$ cat src/rtl/vend_pkg.sv
// Shared types and constants for the vending payment sequencer.
// Money values are in 0.5-yuan units.
package vend_pkg;

  typedef enum logic [1:0] {
    ST_IDLE,
    ST_PAY,
    ST_VEND,
    ST_CHANGE
  } vend_state_e;

  localparam logic [4:0] KEY_CONFIRM = 5'd17;
  localparam logic [4:0] KEY_CANCEL  = 5'd18;

  localparam logic [4:0] COIN_UNITS_0P5 = 5'd1;
  localparam logic [4:0] COIN_UNITS_1   = 5'd2;
  localparam logic [4:0] COIN_UNITS_5   = 5'd10;
  localparam logic [4:0] COIN_UNITS_10  = 5'd20;

  // Index 12 is the leftmost entry; index 0 has no slot and is handled by the ROM.
  localparam logic [12:1][7:0] PRICE_TABLE = {
    8'd30, 8'd25, 8'd20, 8'd15, 8'd12, 8'd10,
    8'd8,  8'd7,  8'd5,  8'd6,  8'd4,  8'd3
  };

  function automatic logic [4:0] coin_units(input logic [1:0] code);
    logic [4:0] units;
    case (code)
      2'd0:    units = COIN_UNITS_0P5;
      2'd1:    units = COIN_UNITS_1;
      2'd2:    units = COIN_UNITS_5;
      default: units = COIN_UNITS_10;
    endcase
    return units;
  endfunction

endpackage

$ cat src/rtl/vend_price_rom.sv
// Combinational goods index to price lookup; invalid indices price at 0.
module vend_price_rom
  import vend_pkg::*;
#(
  parameter int BAL_W = 8
) (
  input  logic [3:0]       idx_i,
  output logic [BAL_W-1:0] price_o
);

  always_comb begin
    price_o = '0;
    if (idx_i >= 4'd1 && idx_i <= 4'd12) begin
      price_o = BAL_W'(PRICE_TABLE[idx_i]);
    end
  end

endmodule

$ cat src/rtl/vend_pay_ctrl.sv
// Payment and vend sequencer: coin accumulation, dispenser and change handshakes.
// Define VEND_CREDIT_KEEP_EN to keep leftover credit in PAY after a vend.
module vend_pay_ctrl
  import vend_pkg::*;
#(
  parameter int BAL_W       = 8,
  parameter int TIMEOUT_CYC = 30000000,
  parameter int TO_W        = 25
) (
  input  logic             clk,
  input  logic             rstn,
  input  logic [3:0]       goods_index,
  input  logic [4:0]       area_flag,
  input  logic             coin_valid,
  input  logic [1:0]       coin_code,
  output logic             enough_flag,
  output logic [BAL_W-1:0] price,
  output logic [BAL_W-1:0] balance,
  output logic             coin_reject,
  output logic             dispense_req,
  output logic [3:0]       dispense_idx,
  input  logic             dispense_ack,
  output logic             change_req,
  output logic [BAL_W-1:0] change_amt,
  input  logic             change_ack,
  output logic             busy
);

  vend_state_e      state_q, state_d;
  logic [BAL_W-1:0] balance_q, balance_d;
  logic [3:0]       dispense_idx_q, dispense_idx_d;
  logic             coin_reject_q, coin_reject_d;
  logic [TO_W-1:0]  to_q, to_d;

  logic [BAL_W:0]   coin_sum;
  logic             coin_take;
  logic [BAL_W-1:0] bal_in;
  logic             activity;
  logic             timeout_hit;

  vend_price_rom #(.BAL_W(BAL_W)) u_price_rom (
    .idx_i   (goods_index),
    .price_o (price)
  );

  // A coin is only banked in IDLE/PAY and only if the sum still fits in BAL_W bits.
  always_comb begin
    coin_sum    = {1'b0, balance_q} + (BAL_W+1)'(coin_units(coin_code));
    coin_take   = coin_valid && !coin_sum[BAL_W] &&
                  (state_q == ST_IDLE || state_q == ST_PAY);
    bal_in      = coin_take ? coin_sum[BAL_W-1:0] : balance_q;
    activity    = coin_valid || (area_flag != 5'd0);
    timeout_hit = (to_q == TO_W'(TIMEOUT_CYC - 1));
    enough_flag = (state_q == ST_PAY) && (price != '0) && (balance_q >= price);
  end

  always_comb begin
    state_d        = state_q;
    balance_d      = balance_q;
    dispense_idx_d = dispense_idx_q;
    coin_reject_d  = coin_valid && !coin_take;
    to_d           = '0;
    case (state_q)
      ST_IDLE: begin
        balance_d = bal_in;
        if (coin_take || goods_index != 4'd0) state_d = ST_PAY;
      end
      ST_PAY: begin
        to_d = activity ? '0 : to_q + 1'b1;
        if (area_flag == KEY_CONFIRM && enough_flag) begin
          state_d        = ST_VEND;
          dispense_idx_d = goods_index;
          balance_d      = bal_in - price;
        end else if (area_flag == KEY_CANCEL || timeout_hit) begin
          balance_d = bal_in;
          state_d   = (bal_in == '0) ? ST_IDLE : ST_CHANGE;
        end else begin
          balance_d = bal_in;
          if (goods_index == 4'd0 && bal_in == '0) state_d = ST_IDLE;
        end
      end
      ST_VEND: begin
        if (dispense_ack) begin
`ifdef VEND_CREDIT_KEEP_EN
          state_d = (balance_q != '0) ? ST_PAY : ST_IDLE;
`else
          state_d = (balance_q != '0) ? ST_CHANGE : ST_IDLE;
`endif
        end
      end
      ST_CHANGE: begin
        if (change_ack) begin
          balance_d = '0;
          state_d   = ST_IDLE;
        end
      end
      default: state_d = ST_IDLE;
    endcase
  end

  always_ff @(posedge clk) begin
    if (!rstn) begin
      state_q        <= ST_IDLE;
      balance_q      <= '0;
      dispense_idx_q <= '0;
      coin_reject_q  <= 1'b0;
      to_q           <= '0;
    end else begin
      state_q        <= state_d;
      balance_q      <= balance_d;
      dispense_idx_q <= dispense_idx_d;
      coin_reject_q  <= coin_reject_d;
      to_q           <= to_d;
    end
  end

  assign balance      = balance_q;
  assign coin_reject  = coin_reject_q;
  assign dispense_idx = dispense_idx_q;
  assign dispense_req = (state_q == ST_VEND);
  assign change_req   = (state_q == ST_CHANGE);
  assign change_amt   = (state_q == ST_CHANGE) ? balance_q : '0;
  assign busy         = (state_q != ST_IDLE);

endmodule

$ cat config.mk
export PLATFORM = sky130hd
export DESIGN_NAME = vend_pay_ctrl
export DESIGN_NICKNAME = d
export VERILOG_FILES = /design/src/rtl/vend_pkg.sv /design/src/rtl/vend_price_rom.sv /design/src/rtl/vend_pay_ctrl.sv
export SDC_FILE = /design/constraint.sdc
export NUM_CORES = 1
export LEC_CHECK = 0
export BUFFER_PORTS_ARGS = -buffer_cell sky130_fd_sc_hd__buf_2
export CAP_MARGIN = 20
export CORE_MARGIN = 2
export CORE_UTILIZATION = 51
export DETAILED_ROUTE_END_ITERATION = 10
export PLACE_DENSITY = 0.82
export SLEW_MARGIN = 20
export SYNTH_ARGS = -nofsm -noshare
export SYNTH_HDL_FRONTEND = slang
export SYNTH_SLANG_ARGS = --single-unit
export TNS_END_PERCENT = 100
$ cat constraint.sdc
create_clock -name clk -period 4.9 [get_ports clk]
set_input_delay 1.47 -clock clk [delete_from_list [all_inputs] [get_ports clk]]
set_output_delay 1.47 -clock clk [all_outputs]
set_load 0.02 [all_outputs]
==> flow_summary.yaml <==
setup_path:
  r2r_end: "balance[7]"
  cp_slowest_cell: "fa_2"
  cp.buffers_inverters: 3
  crit_chain: "buf_6, inv_2, ha_4, ha_4, fa_2, a31oi_1, o21bai_1, a31o_2, nor2_4, mux2i_2, inv_1, ha_1, nor2b_1, o21ai_1, a21boi_1, o21ai_1, nor4b_4, mux2i_1, nor3_1, o31a_1"
  cp.required_ps: 5090
  worstPathMaxFanout: 4
  r2r_slack_ps: 1020
  reg2regPathDepth: 17
  end_kind: "flop"
  critical_path.top_delay_family: "compound AO/OA/AOI/OAI gates"
  cp_slowest_stage_delay_ps: 390
  worstPathArrival_ps: 5060
  critPathKind: "input port to flop"
  reg2reg_from: "balance[0]"
  startpoint_type: "input port"
synth:
  netlist_instances: 412
  yosysTopAreaCellShare_pct: 25.7
  synth_area_per_cell_sq_um: 7.56
  synthSimpleGateAreaFrac_pct: 28.7
  synth_compound_area_share_pct: 20.2
  ys_seq_elements: 40
  synth_area_leaders: "dfxtp_1 26%, ha_1 8.0%, nor2_1 5.9%"
  ys.flop_type: "dfxtp_1"
  synth_mux_area_share_pct: 2.93
  synth_top_family_by_area: "simple AND/OR/NAND/NOR gates"
  netlist_area_sq_mm: 0.00312
  synth_top_cells_by_count: "49 x nor2_1, 43 x nand2_1, 40 x dfxtp_1, 20 x ha_1, 20 x inv_1"
  synth.most_common_cell: "nor2_1"
  ys_seq_area_share_pct: 25.7
  synth_xor_area_share_pct: 6.75
  synth-edff-count: 0
  synth_top_area_cell: "dfxtp_1"
  synth_cell_types: 68
  synthAdderAreaFrac_pct: 9.32
  ys.warnings.count: 0
  synthArstFlopShare_pct: 0
power_and_ir_drop:
  sw_frac_of_total_pct: 42.7
  power.internal_mw: 0.859
  ir_drop_uv: 312
  combPwrFrac_pct: 51.5
  powerDensity_mw_per_mm2: 403
  p_switching_mw: 0.641
  pwr-share-seq_pct: 29.4
  p_total_mw: 1.50
  p_leak_nw: 1.53
  p_clk_share_pct: 19.1
cts:
  clock_sinks: 40
  cts_tree: "done"
  h-tree-depth: 2
  insertion_delay_ps: 290
  ctsHoldBuffers: 0
  cts_inserted_buffers: 5
  root_buffer: "clkbuf_8"
  clockBufferDepth: 2
  path_clk_slew_ps: 80
placement:
  post-place-cells: 532
  portBuffers: 45
  place.gp.congestion: 0.940
  dpl_cell_area_sq_mm: 0.00352
  dp_hpwl_um: 5980
finish:
  multi_input_area_sq_mm: 0.00220
  area_growth_pct: 19.6
  regArea_sq_um: 801
  instances_no_fill: 542
  n_antenna_cell: 0
  layout.nets: 504
  layout-drive-gt1-share_pct: 21.0
  fill_cells: 515
  fin_util_pct: 63.0
  final_cell_area_sq_mm: 0.00373
global_route:
  grt_overflow: 0
  grt_max_degree: 26
  antenna_found_initial: 0
  grt_pass1_wl_um: 13300
  track_usage_pct: 25.2
  grt_pass1_vias: 2951
floorplan:
  design.die.area_sq_mm: 0.00675
  die_w_um: 82.2
  num_rows: 28
  ios: 49
  initial_core_util_pct: 52.6
  placeableCoreArea_sq_mm: 0.00592
  die_h_um: 82.2
sta:
  period_share_pct: 99.4
  finalHoldViolCount: 0
  period_minus_slack_ps: 4870
  tightestPinTransition_ps: 738
  slew_headroom_pct: 50.8
  setup_viol: 0
  final_max_slew_viol_count: 0
  setup_tns_ps: 0
  fin_skew_ps: 2.96
  rsz0062_at_grt: "yes"
  max_freq_mhz: 205
detailed_routing:
  routedWlPerCell_um: 15.4
  vias_per_cell: 5.95
  vias: 3224
  drt_iter0_markers: 176
  wirelength_um: 8360
  post-route-drc-count: 0
  drtAntennaViolNets: 0
  drt-pass1-iter-count: 5
outcome:
  status: "finished clean"
worst_hold_path:
  min_from: "dispense_idx[2]"
  hold_class: "flop to flop"
  hold-path-endpoint: "dispense_idx[2]"
  worstHoldPathCells: 2
job:
  max-cap-violations: 0
==> kinds of logic after synthesis <==
group,after synthesis
AO/OA/AOI/OAI,93
buffers and inverters,45
flip-flops,40
other,1
AND/OR/NAND/NOR,178
adder cells (fa/ha/maj),22
multiplexers,9
XOR/XNOR,24
==> registers in the layout, summed over array words and instances (netlist names) <==
signal,cells
balance,8
coin_reject,1
dispense_idx,4
state_q,2
to_q,25
==> layout by cell type, fill, tap and decap left out, drive strengths merged, types with 4 or more instances in the layout <==
| cell | n |
|---|---|
| buf | 68 |
| nor2 | 49 |
| nand2 | 44 |
| dfxtp | 40 |
| o21ai | 21 |
| inv | 20 |
| ha | 20 |
| a21oi | 19 |
| nand3 | 14 |
| and3 | 13 |
| xor2 | 13 |
| nor3 | 11 |
| xnor2 | 11 |
| nor2b | 8 |
| mux2i | 8 |
| clkbuf | 7 |
| nand2b | 5 |
| or3 | 5 |
| o21a | 5 |
| a31oi | 5 |
| a211oi | 5 |
| o21bai | 4 |
| nand4 | 4 |
==> power by group through the flow <==
stage	sequential (mW)	clock, mW	combinational (mW)
after global routing	0.448	0.305	0.835
after global placement	0.441	0	0.687
final	0.441	0.286	0.773
after detailed placement	0.445	0	0.712
after CTS	0.436	0.289	0.727
after floorplan	0.411	0	0.529
==> stage by stage <==
| step | worst slack, ps | hold slack [ps] |
|---|---|---|
| floorplan | 15.1 | 430 |
| global placement | -111 | 436 |
| detailed placement | -254 | 446 |
| CTS | 20.1 | 457 |
| global route | -177 | 490 |
| finish | 27.3 | 453 |
==> how the worst max path moves through the flow <==
stage                   to      startpoint  cells past startpoint  slack [ps]
3_5_place_dp    balance[7]    coin_code[0]                     20        -250
2_1_floorplan  enough_flag  goods_index[3]                      9          20
6_report        balance[7]    coin_code[1]                     20          30
3_3_place_gp    balance[7]    coin_code[0]                     20        -110
5_1_grt         balance[7]    coin_code[1]                     20        -180
4_1_cts        enough_flag  goods_index[2]                     10          20
==> area by class of cell <==
cell class                      count  share of cell area, %
Multi-Input combinational cell    329                   59.0
Clock inverter                      2                   1.04
Timing Repair Buffer               69                   11.5
Clock buffer                        6                   2.22
Sequential cell                    40                   21.5
Inverter                           21                   2.18
Tap cell                           75                   2.52
==> layer usage <==
layer / GRT usage (%) / vias to the layer above / wire length [um]
met3: 4.24 / 12 / 521
met4: 7.67 / 0 / 123
li1: - / 1573 / -
met1: 33.2 / 1515 / 3680
met2: 42.3 / 124 / 4030
met5: 0 / - / 0
==> worst min-delay path, cell delays in order, from the launching register on <==
cell and delay [ps]:
dfxtp_1 310, nand2_1 50, a21oi_1 50
==> what timing repair did <==
item	CTS	global route
buffers inserted	0	1
setup endpoints to repair	0	5
resized for setup	0	18
Power figures use the tool's default switching activity.
